**config.mk**
```make
export PLATFORM = sky130hd
export DESIGN_NAME = universal_shift_reg_flat
export DESIGN_NICKNAME = d
export VERILOG_FILES = /design/src/rtl/universal_shift_reg_pkg.sv /design/src/rtl/universal_shift_reg_if.sv /design/src/rtl/universal_shift_reg_step.sv /design/src/rtl/universal_shift_reg.sv /design/src/flat_wrapper.sv
export SDC_FILE = /design/constraint.sdc
export NUM_CORES = 1
export LEC_CHECK = 0
export ABC_AREA = 1
export CAP_MARGIN = 20
export CORE_MARGIN = 4
export CORE_UTILIZATION = 35
export CTS_BUF_LIST = sky130_fd_sc_hd__clkbuf_8
export DETAILED_ROUTE_END_ITERATION = 10
export GPL_TIMING_DRIVEN = 1
export HOLD_SLACK_MARGIN = 0.02
export PLACE_DENSITY_LB_ADDON = 0.3
export SYNTH_ARGS = -nofsm -noshare
export SYNTH_HDL_FRONTEND = slang
export SYNTH_HIERARCHICAL = 1
export SYNTH_SLANG_ARGS = --single-unit
```
**constraint.sdc**
```tcl
create_clock -name clk -period 1.2 [get_ports clk]
set_input_delay 0.3 -clock clk [delete_from_list [all_inputs] [get_ports clk]]
set_output_delay 0.3 -clock clk [all_outputs]
set_load 0.005 [all_outputs]
```
**src/rtl/universal_shift_reg_pkg.sv**
```systemverilog
// Shared types for the universal shift register: command opcodes and FSM states.
// No logic; types and a small opcode classifier only.
// Imported by the interface, the step sub-module and the top.
package usr_pkg;

    localparam int OP_W = 3;

    typedef enum logic [OP_W-1:0] {
        OP_HOLD = 3'd0,
        OP_LOAD = 3'd1,
        OP_SHL  = 3'd2,
        OP_SHR  = 3'd3,
        OP_ASR  = 3'd4,
        OP_ROL  = 3'd5,
        OP_ROR  = 3'd6,
        OP_RSVD = 3'd7
    } op_e;

    typedef enum logic [1:0] {
        ST_IDLE  = 2'd0,
        ST_SHIFT = 2'd1,
        ST_DONE  = 2'd2
    } state_e;

    // True for the opcodes that move bits (and therefore honour op_amt).
    function automatic logic is_shift(input op_e op);
        return (op == OP_SHL) || (op == OP_SHR) || (op == OP_ASR) ||
               (op == OP_ROL) || (op == OP_ROR);
    endfunction

endpackage

```
**src/rtl/universal_shift_reg_if.sv**
```systemverilog
// Command/response bundle of the universal shift register.
// Latency: n/a (wires only).
// Backpressure: op_valid/op_ready handshake; requester holds op_valid until op_ready.
// Ports: master = command requester, slave = shift register.
interface universal_shift_reg_if
    import usr_pkg::*;
#(
    parameter int WIDTH = 8
);
    localparam int AW = $clog2(WIDTH) + 1;

    logic             op_valid;
    logic             op_ready;
    op_e              op_code;
    logic [AW-1:0]    op_amt;
    logic [WIDTH-1:0] load_data;
    logic             serial_in;
    logic [WIDTH-1:0] data_out;
    logic             serial_out;
    logic             busy;
    logic             done;

    modport master (
        output op_valid, op_code, op_amt, load_data, serial_in,
        input  op_ready, data_out, serial_out, busy, done
    );

    modport slave (
        input  op_valid, op_code, op_amt, load_data, serial_in,
        output op_ready, data_out, serial_out, busy, done
    );

endinterface

```
**src/rtl/universal_shift_reg_step.sv**
```systemverilog
// One-bit shift/rotate step of the universal shift register.
// Latency: combinational.
// Backpressure: none.
// Ports: d (current value), op, serial_in (fill bit) -> d_next, bit_out (bit leaving).
module usr_step
    import usr_pkg::*;
#(
    parameter int WIDTH = 8
) (
    input  logic [WIDTH-1:0] d,
    input  op_e              op,
    input  logic             serial_in,
    output logic [WIDTH-1:0] d_next,
    output logic             bit_out
);

    always_comb begin
        d_next  = d;
        bit_out = 1'b0;
        case (op)
            OP_SHL: begin
                d_next  = {d[WIDTH-2:0], serial_in};
                bit_out = d[WIDTH-1];
            end
            OP_SHR: begin
                d_next  = {serial_in, d[WIDTH-1:1]};
                bit_out = d[0];
            end
            OP_ASR: begin
                d_next  = {d[WIDTH-1], d[WIDTH-1:1]};
                bit_out = d[0];
            end
            OP_ROL: begin
                d_next  = {d[WIDTH-2:0], d[WIDTH-1]};
                bit_out = d[WIDTH-1];
            end
            OP_ROR: begin
                d_next  = {d[0], d[WIDTH-1:1]};
                bit_out = d[0];
            end
            default: begin
                d_next  = d;
                bit_out = 1'b0;
            end
        endcase
    end

endmodule

```
**src/rtl/universal_shift_reg.sv**
```systemverilog
// Universal shift register: parallel load, logical/arithmetic shift, rotate by N.
// Latency: done 1 cycle after accept, or N+1 for an N-bit shift (1 with USR_BARREL_EN).
// Backpressure: op_ready only in IDLE; commands are ignored while SHIFT/DONE.
// Ports: clk, rst_n (async active-low), bus (universal_shift_reg_if.slave).
// Build option USR_BARREL_EN: perform whole shifts in one cycle on the accept edge.
module universal_shift_reg
    import usr_pkg::*;
#(
    parameter int               WIDTH     = 8,
    parameter logic [WIDTH-1:0] RESET_VAL = '0
) (
    input  logic                  clk,
    input  logic                  rst_n,
    universal_shift_reg_if.slave  bus
);

    localparam int            AW      = $clog2(WIDTH) + 1;
    localparam logic [AW-1:0] AMT_MAX = AW'(WIDTH);

    state_e           state_q, state_d;
    logic [WIDTH-1:0] data_q,  data_d;
    logic             sout_q,  sout_d;
    logic [AW-1:0]    amt_clamp;

    // Distances beyond the register width behave as a full-width shift.
    assign amt_clamp = (bus.op_amt > AMT_MAX) ? AMT_MAX : bus.op_amt;

`ifdef USR_BARREL_EN
    localparam logic [WIDTH-1:0] ONES = '1;

    logic [WIDTH-1:0] barrel_data;
    logic             barrel_bit;

    // Whole N-bit shift in one go. Only used when amt_clamp is 1..WIDTH.
    // barrel_bit is the bit the N-th sequential step would have emitted.
    always_comb begin
        int               sh;
        logic [WIDTH-1:0] out_vec;
        sh          = int'(amt_clamp);
        barrel_data = data_q;
        out_vec     = '0;
        if (sh != 0) begin
            case (bus.op_code)
                OP_SHL: begin
                    barrel_data = (data_q << sh) | (bus.serial_in ? ~(ONES << sh) : '0);
                    out_vec     = data_q >> (WIDTH - sh);
                end
                OP_SHR: begin
                    barrel_data = (data_q >> sh) | (bus.serial_in ? ~(ONES >> sh) : '0);
                    out_vec     = data_q >> (sh - 1);
                end
                OP_ASR: begin
                    barrel_data = $unsigned($signed(data_q) >>> sh);
                    out_vec     = data_q >> (sh - 1);
                end
                OP_ROL: begin
                    barrel_data = (data_q << sh) | (data_q >> (WIDTH - sh));
                    out_vec     = data_q >> (WIDTH - sh);
                end
                OP_ROR: begin
                    barrel_data = (data_q >> sh) | (data_q << (WIDTH - sh));
                    out_vec     = data_q >> (sh - 1);
                end
                default: begin
                    barrel_data = data_q;
                    out_vec     = '0;
                end
            endcase
        end
        barrel_bit = out_vec[0];
    end
`else
    op_e              op_q,  op_d;
    logic [AW-1:0]    cnt_q, cnt_d;
    logic [WIDTH-1:0] step_data;
    logic             step_bit;

    // serial_in goes straight to the step so it is sampled on every step.
    usr_step #(
        .WIDTH (WIDTH)
    ) u_step (
        .d         (data_q),
        .op        (op_q),
        .serial_in (bus.serial_in),
        .d_next    (step_data),
        .bit_out   (step_bit)
    );
`endif

    always_comb begin
        state_d = state_q;
        data_d  = data_q;
        sout_d  = sout_q;
`ifndef USR_BARREL_EN
        op_d    = op_q;
        cnt_d   = cnt_q;
`endif
        case (state_q)
            ST_IDLE: begin
                if (bus.op_valid) begin
                    // Everything that is not a non-zero shift completes via DONE directly.
                    state_d = ST_DONE;
                    if (bus.op_code == OP_LOAD) begin
                        data_d = bus.load_data;
                    end else if (is_shift(bus.op_code) && (amt_clamp != '0)) begin
`ifdef USR_BARREL_EN
                        data_d = barrel_data;
                        sout_d = barrel_bit;
`else
                        state_d = ST_SHIFT;
                        op_d    = bus.op_code;
                        cnt_d   = amt_clamp;
`endif
                    end
                end
            end
            ST_SHIFT: begin
`ifdef USR_BARREL_EN
                state_d = ST_IDLE;
`else
                data_d = step_data;
                sout_d = step_bit;
                cnt_d  = cnt_q - AW'(1);
                if (cnt_q == AW'(1)) begin
                    state_d = ST_DONE;
                end
`endif
            end
            ST_DONE: begin
                state_d = ST_IDLE;
            end
            default: begin
                state_d = ST_IDLE;
            end
        endcase
    end

    always_ff @(posedge clk or negedge rst_n) begin
        if (!rst_n) begin
            state_q <= ST_IDLE;
            data_q  <= RESET_VAL;
            sout_q  <= 1'b0;
`ifndef USR_BARREL_EN
            op_q    <= OP_HOLD;
            cnt_q   <= '0;
`endif
        end else begin
            state_q <= state_d;
            data_q  <= data_d;
            sout_q  <= sout_d;
`ifndef USR_BARREL_EN
            op_q    <= op_d;
            cnt_q   <= cnt_d;
`endif
        end
    end

    assign bus.op_ready   = (state_q == ST_IDLE);
    assign bus.busy       = (state_q == ST_SHIFT);
    assign bus.done       = (state_q == ST_DONE);
    assign bus.data_out   = data_q;
    assign bus.serial_out = sout_q;

endmodule

```
**src/flat_wrapper.sv**
```systemverilog
// flat-port wrapper written by rule: the top's interface ports become plain ports
module universal_shift_reg_flat import usr_pkg::*;
#(
    parameter int               WIDTH     = 8,
    parameter logic [WIDTH-1:0] RESET_VAL = '0
)
  (clk, rst_n, bus_op_valid, bus_op_code, bus_op_amt, bus_load_data, bus_serial_in, bus_op_ready, bus_data_out, bus_serial_out, bus_busy, bus_done);
  universal_shift_reg_if #(.WIDTH(WIDTH)) bus_i ();
  input  logic clk;
  input  logic rst_n;
  input wire logic [$bits(bus_i.op_valid)-1:0] bus_op_valid;
  input wire logic [$bits(bus_i.op_code)-1:0] bus_op_code;
  input wire logic [$bits(bus_i.op_amt)-1:0] bus_op_amt;
  input wire logic [$bits(bus_i.load_data)-1:0] bus_load_data;
  input wire logic [$bits(bus_i.serial_in)-1:0] bus_serial_in;
  output wire logic [$bits(bus_i.op_ready)-1:0] bus_op_ready;
  output wire logic [$bits(bus_i.data_out)-1:0] bus_data_out;
  output wire logic [$bits(bus_i.serial_out)-1:0] bus_serial_out;
  output wire logic [$bits(bus_i.busy)-1:0] bus_busy;
  output wire logic [$bits(bus_i.done)-1:0] bus_done;
  assign bus_i.op_valid = bus_op_valid;
  assign bus_i.op_code = bus_op_code;
  assign bus_i.op_amt = bus_op_amt;
  assign bus_i.load_data = bus_load_data;
  assign bus_i.serial_in = bus_serial_in;
  assign bus_op_ready = bus_i.op_ready;
  assign bus_data_out = bus_i.data_out;
  assign bus_serial_out = bus_i.serial_out;
  assign bus_busy = bus_i.busy;
  assign bus_done = bus_i.done;
  universal_shift_reg #(.WIDTH(WIDTH), .RESET_VAL(RESET_VAL)) u_core (.clk(clk), .rst_n(rst_n), .bus(bus_i));
endmodule
```
==> results.sh <==
export IMPL_max_slew_worst_pin_slew_ns=0.258
export IMPL_cp_max_fo=2
export IMPL_crit_path_end_kind="output pin"
export IMPL_dp_final_hpwl_um=2570
export IMPL_nets=288
export IMPL_clockRootBuffer="clkbuf_8"
export IMPL_cts_htree_levels=1
export IMPL_syn_area_mm2=0.00127
export IMPL_synthTopCellsByArea="dfrtp_1, nand2_1, nand3_1"
export IMPL_timing_final_crit_share=1.10
export IMPL_die_height_um=68.2
export IMPL_critPathKind="reg2out"
export IMPL_finalWeightedCongestion=0.878
export IMPL_irDropWorstVdd_mv=1.09
export IMPL_n_antenna_cell=0
export IMPL_numCtsBuffers=3
export IMPL_holdBufCountCts=0
export IMPL_holdCritPathClass="in2async"
export IMPL_maxSlewViolCount=0
export IMPL_syn_num_nets=214
export IMPL_setup_violations=19
export IMPL_yosysSeqAreaShare=0.355
export IMPL_grt_antenna_before_repair=0
export IMPL_postSynthCellCount=193
export IMPL_grt_max_degree=19
export IMPL_cp_start_kind="flop"
export IMPL_core_area_mm2=0.00342
export IMPL_wl_um=3980
export IMPL_rr_endpoint="u_core/bus.data_out[2]"
export IMPL_dr_first_iter_drc_count=57
export IMPL_r2r_start="u_core/state_q[0]"
export IMPL_vias=1542
export IMPL_die_area_mm2=0.00465
export IMPL_wire_per_inst_um=12.7
export IMPL_cp_cell_sequence="buf_6 > nor2_4 > buf_2"
export IMPL_maxSlewHeadroom=0.826
export IMPL_drtPass1Iterations=4
export IMPL_final_cells=312
export IMPL_yosys_area_top_type="dfrtp_1"
export IMPL_finalHoldViolCount=0
export IMPL_final_common_cell="nand2_1"
export IMPL_synth_warnings=6
export IMPL_rows=21
export IMPL_crit_start="u_core/state_q[1]"
export IMPL_pre_cts_slack_ns=-0.485
export IMPL_clockBufferDepth=2
export IMPL_clock_sinks=18
export IMPL_final_setup_skew_ns=0.00464
export IMPL_violations="negative setup slack"
export IMPL_die_x_um=68.2
export IMPL_drive_gt1_frac=0.365
export IMPL_start_util=0.371
export IMPL_rr_worst_depth=7
export IMPL_fin_crit_ns=1.32
export IMPL_cts_clk_slew_worst_paths_ns=0.07
export IMPL_grt_setup_unrepaired="yes"
export IMPL_cp_endpoint="bus_op_ready"
export IMPL_leakagePower_uw=0.00110
export IMPL_cp_arrival_ns=1.02
export IMPL_grt_overflow_total=0
export IMPL_fin_ws_ns=-0.119
export IMPL_synthDistinctLibCells=22
export IMPL_fmax_mhz=758
export IMPL_grt_total_usage=0.182
export IMPL_slowest_stage="dfrtp_1"
export IMPL_viasPerCell=4.94
export IMPL_p_per_area_mw_per_mm2=2480
export IMPL_ant_nets=0
export IMPL_status="finished, violations left"
export IMPL_final_cell_mix="nand2_1, buf_4, nand3_1"
export IMPL_dp_cells=294
export IMPL_critical_path_required_ns=0.90
export IMPL_io_buffers=30
export IMPL_cts_tree="yes"
export IMPL_area_growth_pct=72.7
export IMPL_ios=31
export IMPL_r2r_slack_ns=-0.09
export IMPL_critPathMaxStageDelay_ns=0.41
export IMPL_worstSkewPairLatency_ns=0.26
export IMPL_grt_pass1_wl_um=6390
export IMPL_ys_ff_latch=18
export IMPL_netlist_area_leader_share=0.355
export IMPL_grt_pass1_vias=1503
export IMPL_num_fill_cells=291
export IMPL_syn_avg_cell_area_um2=6.57
export IMPL_drc=0
export IMPL_max_cap_viol_count=0
## synth_stat cells, drive strengths merged
library cell  number
xnor2              1
o21ai             12
nand3             31
buf                3
nand2             96
inv               14
nor2               8
nand4              5
ha                 2
a21oi              2
a31oi              1
dfrtp             18
## worst min-delay path by stage
stage / slack [ns] / to / depth (start not counted)
after floorplan: 0.004 / u_core/bus.data_out[0] / 0
after global placement: 0.47 / u_core/bus.serial_out / 2
after detailed placement: 0.48 / u_core/bus.serial_out / 2
after CTS: 0.39 / u_core/bus.data_out[0] / 2
after global routing: 0.38 / u_core/op_q[2] / 2
final: 0.38 / u_core/op_q[2] / 2
## final cells by class
cell class,count,area [µm²],area share
timing repair buffer,72,653,0.298
clock buffer,4,55.1,0.0251
tap,46,57.6,0.0263
sequential,18,455,0.208
multi-input combinational,158,905,0.413
inverter,14,65.1,0.0297
## power by group
part,internal [µW],leakage [µW],switching (µW)
combinational,1790,0.000848,1980
clock,292,0.0000288,214
sequential,890,0.000223,258
## routing by layer
metal	track usage	up-vias	share of wire
met4	0.0546	0	0.0070
met5	0	-	0
met1	0.207	719	0.42
met3	0.0411	4	0.048
met2	0.336	42	0.52
li1	-	777	-
## through the flow
stage	cell area (µm²)	utilization	TNS [ns]	hold slack [ns]	power [µW]
after floorplan	1270	-	0	0.00441	2790
after global routing	2190	0.641	-2.35	0.384	5880
after CTS	2070	0.607	-1.07	0.387	5070
final	2190	0.641	-1.50	0.379	5430
after global placement	1820	0.533	-7.94	0.467	4010
after detailed placement	1820	0.533	-8.30	0.483	4040
## critical path, delay by kind of cell (launching register included)
family | cells | cell delay, ns
flops | 1 | 0.41
buf+inv | 2 | 0.26
simple gates | 1 | 0.10
## logic make-up after synthesis
kind of cell               synth area share
buffers and inverters                0.0651
xor gates and xnor gates            0.00690
AOI/OAI and AO/OA                    0.0710
and+or+nand+nor                       0.482
adders and majority gates            0.0197
DFF                                   0.355
## registers in the layout, summed over array words and instances (netlist names)
| name | flops |
|---|---|
| u_core/bus.data_out | 8 |
| u_core/op_q | 3 |
| u_core/bus.serial_out | 1 |
| u_core/state_q | 2 |
| u_core/cnt_q | 4 |
## what timing repair did
item | CTS | global route
resized for setup | 68 | 28
buffers inserted | 13 | 2
endpoints found under the setup margin | 29 | 26
cloned | 0 | 0
pin swaps | 21 | 13
Note: power is estimated with default switching activity, not from simulation.
